===== config.mk =====
export PLATFORM = sky130hd
export DESIGN_NAME = adpll_cfg_writer
export DESIGN_NICKNAME = d
export VERILOG_FILES = /design/src/rtl/adpll_cfg_pkg.sv /design/src/rtl/adpll_cfg_prienc.sv /design/src/rtl/adpll_cfg_writer.sv
export SDC_FILE = /design/constraint.sdc
export NUM_CORES = 1
export LEC_CHECK = 0
export CAP_MARGIN = 20
export CORE_ASPECT_RATIO = 1.25
export CORE_MARGIN = 4
export CORE_UTILIZATION = 55
export DETAILED_ROUTE_END_ITERATION = 10
export PLACE_DENSITY_LB_ADDON = 0.25
export SYNTH_ARGS = -nofsm -noshare
export SYNTH_HDL_FRONTEND = slang
export SYNTH_HIERARCHICAL = 1
export SYNTH_SLANG_ARGS = --single-unit

===== constraint.sdc =====
create_clock -name clk -period 1.9 [get_ports clk]
set_input_delay 0.38 -clock clk [delete_from_list [all_inputs] [get_ports clk]]
set_output_delay 0.38 -clock clk [all_outputs]
set_load 0.01 [all_outputs]

===== src/rtl/adpll_cfg_pkg.sv =====
`default_nettype none
// ============================================================================
//  Module      : adpll_cfg_pkg
//  Description : Shared widths, table depth and FSM state encoding for the
//                ADPLL configuration writer.
//  Revision    : 1.0 - initial release
// ============================================================================
package adpll_cfg_pkg;

    localparam int unsigned c_idx_w     = 3;
    localparam int unsigned c_val_w     = 5;
    localparam int unsigned c_tbl_depth = 8;

    typedef enum logic [2:0] {
        ST_IDLE  = 3'd0,
        ST_CLR   = 3'd1,
        ST_SETUP = 3'd2,
        ST_PGM   = 3'd3,
        ST_HOLD  = 3'd4,
        ST_NEXT  = 3'd5,
        ST_DONE  = 3'd6
    } cfg_state_e;

endpackage
`default_nettype wire


===== src/rtl/adpll_cfg_prienc.sv =====
`default_nettype none
// ============================================================================
//  Module      : adpll_cfg_prienc
//  Description : Lowest-set-bit finder over (vector AND mask), with valid flag.
//  Revision    : 1.0 - initial release
// ============================================================================
module adpll_cfg_prienc
    import adpll_cfg_pkg::*;
(
    input  logic [c_tbl_depth-1:0] i_vec,
    input  logic [c_tbl_depth-1:0] i_mask,
    output logic [c_idx_w-1:0]     o_idx,
    output logic                   o_valid
);

    logic [c_tbl_depth-1:0] w_hits;

    assign w_hits  = i_vec & i_mask;
    assign o_valid = |w_hits;

    // Descending scan so the lowest set bit is the last one written.
    always_comb begin
        o_idx = '0;
        for (int i = c_tbl_depth - 1; i >= 0; i--) begin
            if (w_hits[i]) begin
                o_idx = i[c_idx_w-1:0];
            end
        end
    end

endmodule
`default_nettype wire


===== src/rtl/adpll_cfg_writer.sv =====
`default_nettype none
// ============================================================================
//  Module      : adpll_cfg_writer
//  Description : Shadow-table driven ADPLL programming sequencer.
//                Optional macro ADPLL_CFG_AUTOCLR_EN adds a clr phase at start.
//  Revision    : 1.0 - initial release
// ============================================================================
module adpll_cfg_writer
    import adpll_cfg_pkg::*;
#(
    parameter int unsigned CLR_CYC   = 2,
    parameter int unsigned SETUP_CYC = 1,
    parameter int unsigned PGM_CYC   = 2,
    parameter int unsigned HOLD_CYC  = 1
) (
    input  logic                   clk,
    input  logic                   rst_n,
    input  logic                   wr_en,
    input  logic [c_idx_w-1:0]     wr_addr,
    input  logic [c_val_w-1:0]     wr_data,
    input  logic [c_tbl_depth-1:0] wr_mask,
    input  logic                   mask_ld,
    input  logic                   start,
    input  logic                   abort,
    output logic                   clr,
    output logic                   pgm,
    output logic [c_idx_w-1:0]     param_sel,
    output logic [c_val_w-1:0]     pgm_value,
    output logic                   busy,
    output logic                   done,
    output logic                   wr_err
);

    // A zero-length phase would be meaningless; it is stretched to one cycle.
    localparam int unsigned c_clr_eff   = (CLR_CYC   == 0) ? 1 : CLR_CYC;
    localparam int unsigned c_setup_eff = (SETUP_CYC == 0) ? 1 : SETUP_CYC;
    localparam int unsigned c_pgm_eff   = (PGM_CYC   == 0) ? 1 : PGM_CYC;
    localparam int unsigned c_hold_eff  = (HOLD_CYC  == 0) ? 1 : HOLD_CYC;
    localparam int unsigned c_max_a     = (c_clr_eff > c_setup_eff) ? c_clr_eff : c_setup_eff;
    localparam int unsigned c_max_b     = (c_pgm_eff > c_hold_eff) ? c_pgm_eff : c_hold_eff;
    localparam int unsigned c_cnt_max   = (c_max_a > c_max_b) ? c_max_a : c_max_b;
    localparam int unsigned c_cnt_w     = (c_cnt_max > 1) ? $clog2(c_cnt_max) : 1;

    localparam logic [c_cnt_w-1:0] c_setup_last = c_cnt_w'(c_setup_eff - 1);
    localparam logic [c_cnt_w-1:0] c_pgm_last   = c_cnt_w'(c_pgm_eff - 1);
    localparam logic [c_cnt_w-1:0] c_hold_last  = c_cnt_w'(c_hold_eff - 1);
`ifdef ADPLL_CFG_AUTOCLR_EN
    localparam logic [c_cnt_w-1:0] c_clr_last   = c_cnt_w'(c_clr_eff - 1);
`endif

    cfg_state_e             r_state, w_state_nxt;
    logic [c_cnt_w-1:0]     r_cnt, w_cnt_nxt;
    logic [c_tbl_depth-1:0] r_above, w_above_nxt;
    logic [c_idx_w-1:0]     r_sel, w_sel_nxt;
    logic [c_val_w-1:0]     r_val, w_val_nxt;
    logic [c_tbl_depth-1:0] r_mask;
    logic [c_val_w-1:0]     r_table [c_tbl_depth];
    logic                   r_pgm, r_busy, r_done, r_wr_err;
    logic [c_idx_w-1:0]     w_pe_idx;
    logic                   w_pe_valid;

    adpll_cfg_prienc u_prienc (
        .i_vec   (r_mask),
        .i_mask  (r_above),
        .o_idx   (w_pe_idx),
        .o_valid (w_pe_valid)
    );

    always_comb begin
        w_state_nxt = r_state;
        w_cnt_nxt   = r_cnt;
        w_above_nxt = r_above;
        w_sel_nxt   = r_sel;
        w_val_nxt   = r_val;
        case (r_state)
            ST_IDLE: begin
                if (start) begin
                    w_above_nxt = '1;
                    w_cnt_nxt   = '0;
`ifdef ADPLL_CFG_AUTOCLR_EN
                    w_state_nxt = ST_CLR;
`else
                    w_state_nxt = ST_NEXT;
`endif
                end
            end
`ifdef ADPLL_CFG_AUTOCLR_EN
            ST_CLR: begin
                if (r_cnt == c_clr_last) begin
                    w_cnt_nxt   = '0;
                    w_state_nxt = ST_NEXT;
                end else begin
                    w_cnt_nxt = r_cnt + 1'b1;
                end
            end
`endif
            ST_NEXT: begin
                if (w_pe_valid) begin
                    w_sel_nxt   = w_pe_idx;
                    w_val_nxt   = r_table[w_pe_idx];
                    // Only indices strictly above this one remain eligible.
                    w_above_nxt = ({c_tbl_depth{1'b1}} << 1) << w_pe_idx;
                    w_cnt_nxt   = '0;
                    w_state_nxt = ST_SETUP;
                end else begin
                    w_state_nxt = ST_DONE;
                end
            end
            ST_SETUP: begin
                if (r_cnt == c_setup_last) begin
                    w_cnt_nxt   = '0;
                    w_state_nxt = ST_PGM;
                end else begin
                    w_cnt_nxt = r_cnt + 1'b1;
                end
            end
            ST_PGM: begin
                if (r_cnt == c_pgm_last) begin
                    w_cnt_nxt   = '0;
                    w_state_nxt = ST_HOLD;
                end else begin
                    w_cnt_nxt = r_cnt + 1'b1;
                end
            end
            ST_HOLD: begin
                if (r_cnt == c_hold_last) begin
                    w_cnt_nxt   = '0;
                    w_state_nxt = ST_NEXT;
                end else begin
                    w_cnt_nxt = r_cnt + 1'b1;
                end
            end
            ST_DONE: w_state_nxt = ST_IDLE;
            default: w_state_nxt = ST_IDLE;
        endcase
        // Abort beats everything, including a start arriving in IDLE.
        if (abort) begin
            w_state_nxt = ST_IDLE;
        end
    end

    always_ff @(posedge clk) begin
        if (!rst_n) begin
            r_state  <= ST_IDLE;
            r_cnt    <= '0;
            r_above  <= '0;
            r_sel    <= '0;
            r_val    <= '0;
            r_mask   <= '0;
            r_pgm    <= 1'b0;
            r_busy   <= 1'b0;
            r_done   <= 1'b0;
            r_wr_err <= 1'b0;
        end else begin
            r_state  <= w_state_nxt;
            r_cnt    <= w_cnt_nxt;
            r_above  <= w_above_nxt;
            r_sel    <= w_sel_nxt;
            r_val    <= w_val_nxt;
            r_pgm    <= (w_state_nxt == ST_PGM);
            r_busy   <= (w_state_nxt != ST_IDLE) && (w_state_nxt != ST_DONE);
            r_done   <= (w_state_nxt == ST_DONE);
            r_wr_err <= (wr_en || mask_ld) && r_busy;
            if (mask_ld && !r_busy) begin
                r_mask <= wr_mask;
            end
        end
    end

    always_ff @(posedge clk) begin
        if (!rst_n) begin
            for (int i = 0; i < c_tbl_depth; i++) begin
                r_table[i] <= '0;
            end
        end else if (wr_en && !r_busy) begin
            r_table[wr_addr] <= wr_data;
        end
    end

`ifdef ADPLL_CFG_AUTOCLR_EN
    logic r_clr;

    always_ff @(posedge clk) begin
        if (!rst_n) begin
            r_clr <= 1'b0;
        end else begin
            r_clr <= (w_state_nxt == ST_CLR);
        end
    end

    assign clr = r_clr;
`else
    assign clr = 1'b0;
`endif

    assign pgm       = r_pgm;
    assign param_sel = r_sel;
    assign pgm_value = r_val;
    assign busy      = r_busy;
    assign done      = r_done;
    assign wr_err    = r_wr_err;

endmodule
`default_nettype wire


==> summary.md <==
| Metric | Value |
|---|---|
| Die ar. | 7473 um2 |
| Crit path max-delay cell type | dfxtp_2 |
| Hold bufs inserted after CTS | 0 |
| Ant diodes | 0 |
| WP buf/inv | 2 |
| Distinct cell type count after synthesis | 43 |
| GRT Util Overall | 0.2028 |
| Row count | 31 |
| Area growth syn-to-layout | 29.35% |
| Largest net degree at the start of global routing | 38 |
| Core outline area | 5896 um2 |
| First-pass GRT wire length | 11.35 mm |
| R2r endpoint | pgm_value[4] |
| Final instance area | 4373 um2 |
| Synth Warn # | 6 |
| Inserted Clock Buffers | 9 |
| MaxCap Viol Count | 0 |
| Hold path start | param_sel[1] |
| Pins Over Slew Limit | 0 |
| Iter 0 DRT Violations | 174 |
| TritonCTS clock tree | yes |
| Net Count, Synth | 321 |
| Syn Std Cell Area | 3381 um2 |
| Post-Route Utilization | 0.7417 |
| Fmax | 520.9 MHz |
| Crit path max fanout | 7 |
| Final weighted congestion of routability-driven global placement | 0.8636 |
| Input/output buffers | 33 |
| Worst IR drop on VDD | 540.8 uV |
| Clock Root Buffer | clkbuf_8 |
| Seq cells post-synth | 72 |
| Share of cells above drive strength 1 | 0.2219 |
| First-pass DRT Iterations | 4 |
| CTS Sinks | 72 |
| Worst-case clock buffer depth | 2 |
| Post-synth EDFFs | 40 |
| Async set or reset register ratio after synthesis | 0 |
| Drc violations | 0 |
| # fillers | 406 |
| Main synth FF type | edfxtp_1 |
| Pwr Density | 827.8 nW/um2 |
| Pre-CTS setup slack | -0.2194 ns |
| Crit start category | register |
| Hold Path Stages | 2 |
| Period utilisation layout | 1.010 |
| Final setup violation count | 2 |
| Initial core utilization | 0.5734 |
| Worst EP arrival | 2.15 ns |
| Final Hold Viols | 0 |
| CP Class | reg -> reg |
| H-tree Lvls | 3 |
| Antenna-violating nets left | 0 |
| Total I/O pin count | 35 |
| Chip width | 78.13 um |
| Synth Instances | 299 |
| Hpwl dp | 4.969 mm |
| FF-to-FF setup slack | -0.02 ns |
| Die H | 95.66 um |
| Worst r2r path cells | 9 |
| Routed WL | 7.567 mm |
| Total Power Consumption | 3620 uW |
| Top cell by count, worst path | a221oi_4 |
| Final hold slack | 0.4563 ns |
| Final Critical Period | 1.920 ns |
| Crit Reg-Reg Startpoint | r_above[7] |
| HP Class | reg -> reg |
| Cell taking the most area after synthesis | edfxtp_1 |
| Vias in the first global route | 2,404 |
| Seq/Total Area, Yosys | 0.5448 |
| Synth top area share | 0.3553 |
| GRT overflow | 0 |
| Clk pin slew, worst setup/hold paths | 0.08 ns |
| Status | finished, violations left |
| Leakage | 0.001654 uW |
| Area contributors post-synth | edfxtp_1 (36%), dfxtp_1 (19%), mux2i_1 (9.5%) |
| Critical Path End Type | register |
| Via count | 2,429 |
| Failing checks | setup timing |
| DR WL/cell | 16.93 um |
| Crit-path cells | a22o_4 > a221oi_4 > a221oi_4 > buf_12 > clkbuf_16 > mux2i_1 > a22oi_1 > a21oi_1 > nor2_1 |
| Cell with the most instances after synthesis | and2_1 |
| Worst-skew pair later-pin latency | 0.34 ns |
| Worst setup margin | -0.01990 ns |
| Drt via density | 5.434 |
| CP peak stage delay | 0.34 ns |
| Fin nets | 382 |
| Avg Cell Area, Syn | 11.31 um2 |
| Clock skew | 0.008200 ns |
| Hold Path End | param_sel[1] |
| Crit-path leading delay family | compound AO/OA/AOI/OAI gates |
| Area after DPL | 3958 um2 |
| Critical path required time | 2.13 ns |
| Initial antenna violation count | 0 |
| Post-synth top cells | and2_1 (44), edfxtp_1 (40), dfxtp_1 (32), mux2i_1 (32) |
| RSZ-0062 raised after global routing | yes |
[power by group]
part	switching, uW	total, uW	leakage [uW]	internal [uW]
Combinational	266	554	0.000877	287
Clock	565	1290	0.000106	728
Sequential	55.7	1770	0.000670	1720
Total	887	3620	0.00165	2730
[worst register-to-register path: stages (launching register included)]
cell       delay, ns
dfxtp_2         0.34
a22o_4          0.27
a221oi_4        0.30
a221oi_4        0.07
buf_12          0.15
clkbuf_16       0.16
mux2i_1         0.20
a22oi_1         0.12
a21oi_1         0.14
nor2_1          0.07
[final cells by class]
type                            count  area [um2]  area share
Clock buffer                        9       123.9     0.02833
Clock inverter                      7       86.33     0.01974
Inverter                            1       3.754   0.0008584
Multi-Input combinational cell    210        1562      0.3571
Sequential cell                    72        1844      0.4217
Tap cell                           82       102.6     0.02346
Timing Repair Buffer               66       650.6      0.1488
[state kept, by name (all words and copies together) (netlist names)]
signal	flops
done	1
pgm_value	5
wr_err	1
busy	1
r_above	8
pgm	1
param_sel	3
r_cnt	1
r_table	40
r_mask	8
r_state	3
[routing by layer]
| metal | vias up | GRT usage | share of wire | routed length (um) |
|---|---|---|---|---|
| met5 | - | 0 | 0 | 0 |
| met4 | 0 | 0.09184 | 0.017 | 130 |
| met3 | 12 | 0.05482 | 0.040 | 303 |
| met2 | 54 | 0.3643 | 0.53 | 4037 |
| met1 | 1159 | 0.2241 | 0.41 | 3096 |
| li1 | 1204 | - | - | - |
[worst max path at each step]
stage	from	to	slack (ns)	cells after the start
after floorplan	r_mask[5]	r_above[5]	0.17	8
after global placement	rst_n	r_table[1][3]	-0.18	6
after detailed placement	rst_n	r_table[4][2]	-0.22	6
after CTS	r_mask[2]	pgm_value[0]	0.01	7
after global routing	r_above[5]	pgm_value[3]	-0.1	9
final	r_above[7]	pgm_value[4]	-0.02	9
[placed cells by master (no fill, tap or decap), types with 3 or more instances in the layout]
cell,instances
mux2i_2,5
mux2i_1,26
a21oi_1,9
buf_4,28
clkdlybuf4s50_1,33
clkinv_2,3
nand2b_1,4
and2_1,44
dfxtp_1,30
edfxtp_1,40
nand2_1,18
a21boi_1,3
buf_12,3
nor2b_1,9
o211a_1,4
o221a_1,4
nand3_1,4
o21ai_0,7
nor2_1,18
a22oi_1,9
nor2_2,3
a22oi_2,3
clkbuf_8,9
o21ai_1,7
[through the flow]
step	cells	TNS, ns
6_report	447	-0.03460
4_1_cts	440	0
3_3_place_gp	424	-4.634
5_1_grt	447	-0.4204
2_1_floorplan	299	0
3_5_place_dp	424	-6.169
[cell families after synthesis]
family          Yosys count  share of synthesized area
buf+inv                  17                    0.02886
mux                      32                    0.09475
compound gates           57                     0.1284
other cells               1                   0.001109
xor+xnor                  1                   0.002591
simple gates            119                     0.1995
flops                    72                     0.5448
[repair_timing]
item,in CTS,in global routing
hold endpoints to repair,0,0
setup buffers,0,5
setup endpoints to repair,6,15
pin swaps,0,13
gates cloned,0,2
resized for setup,3,22
Note: power is estimated with default switching activity, not from simulation.
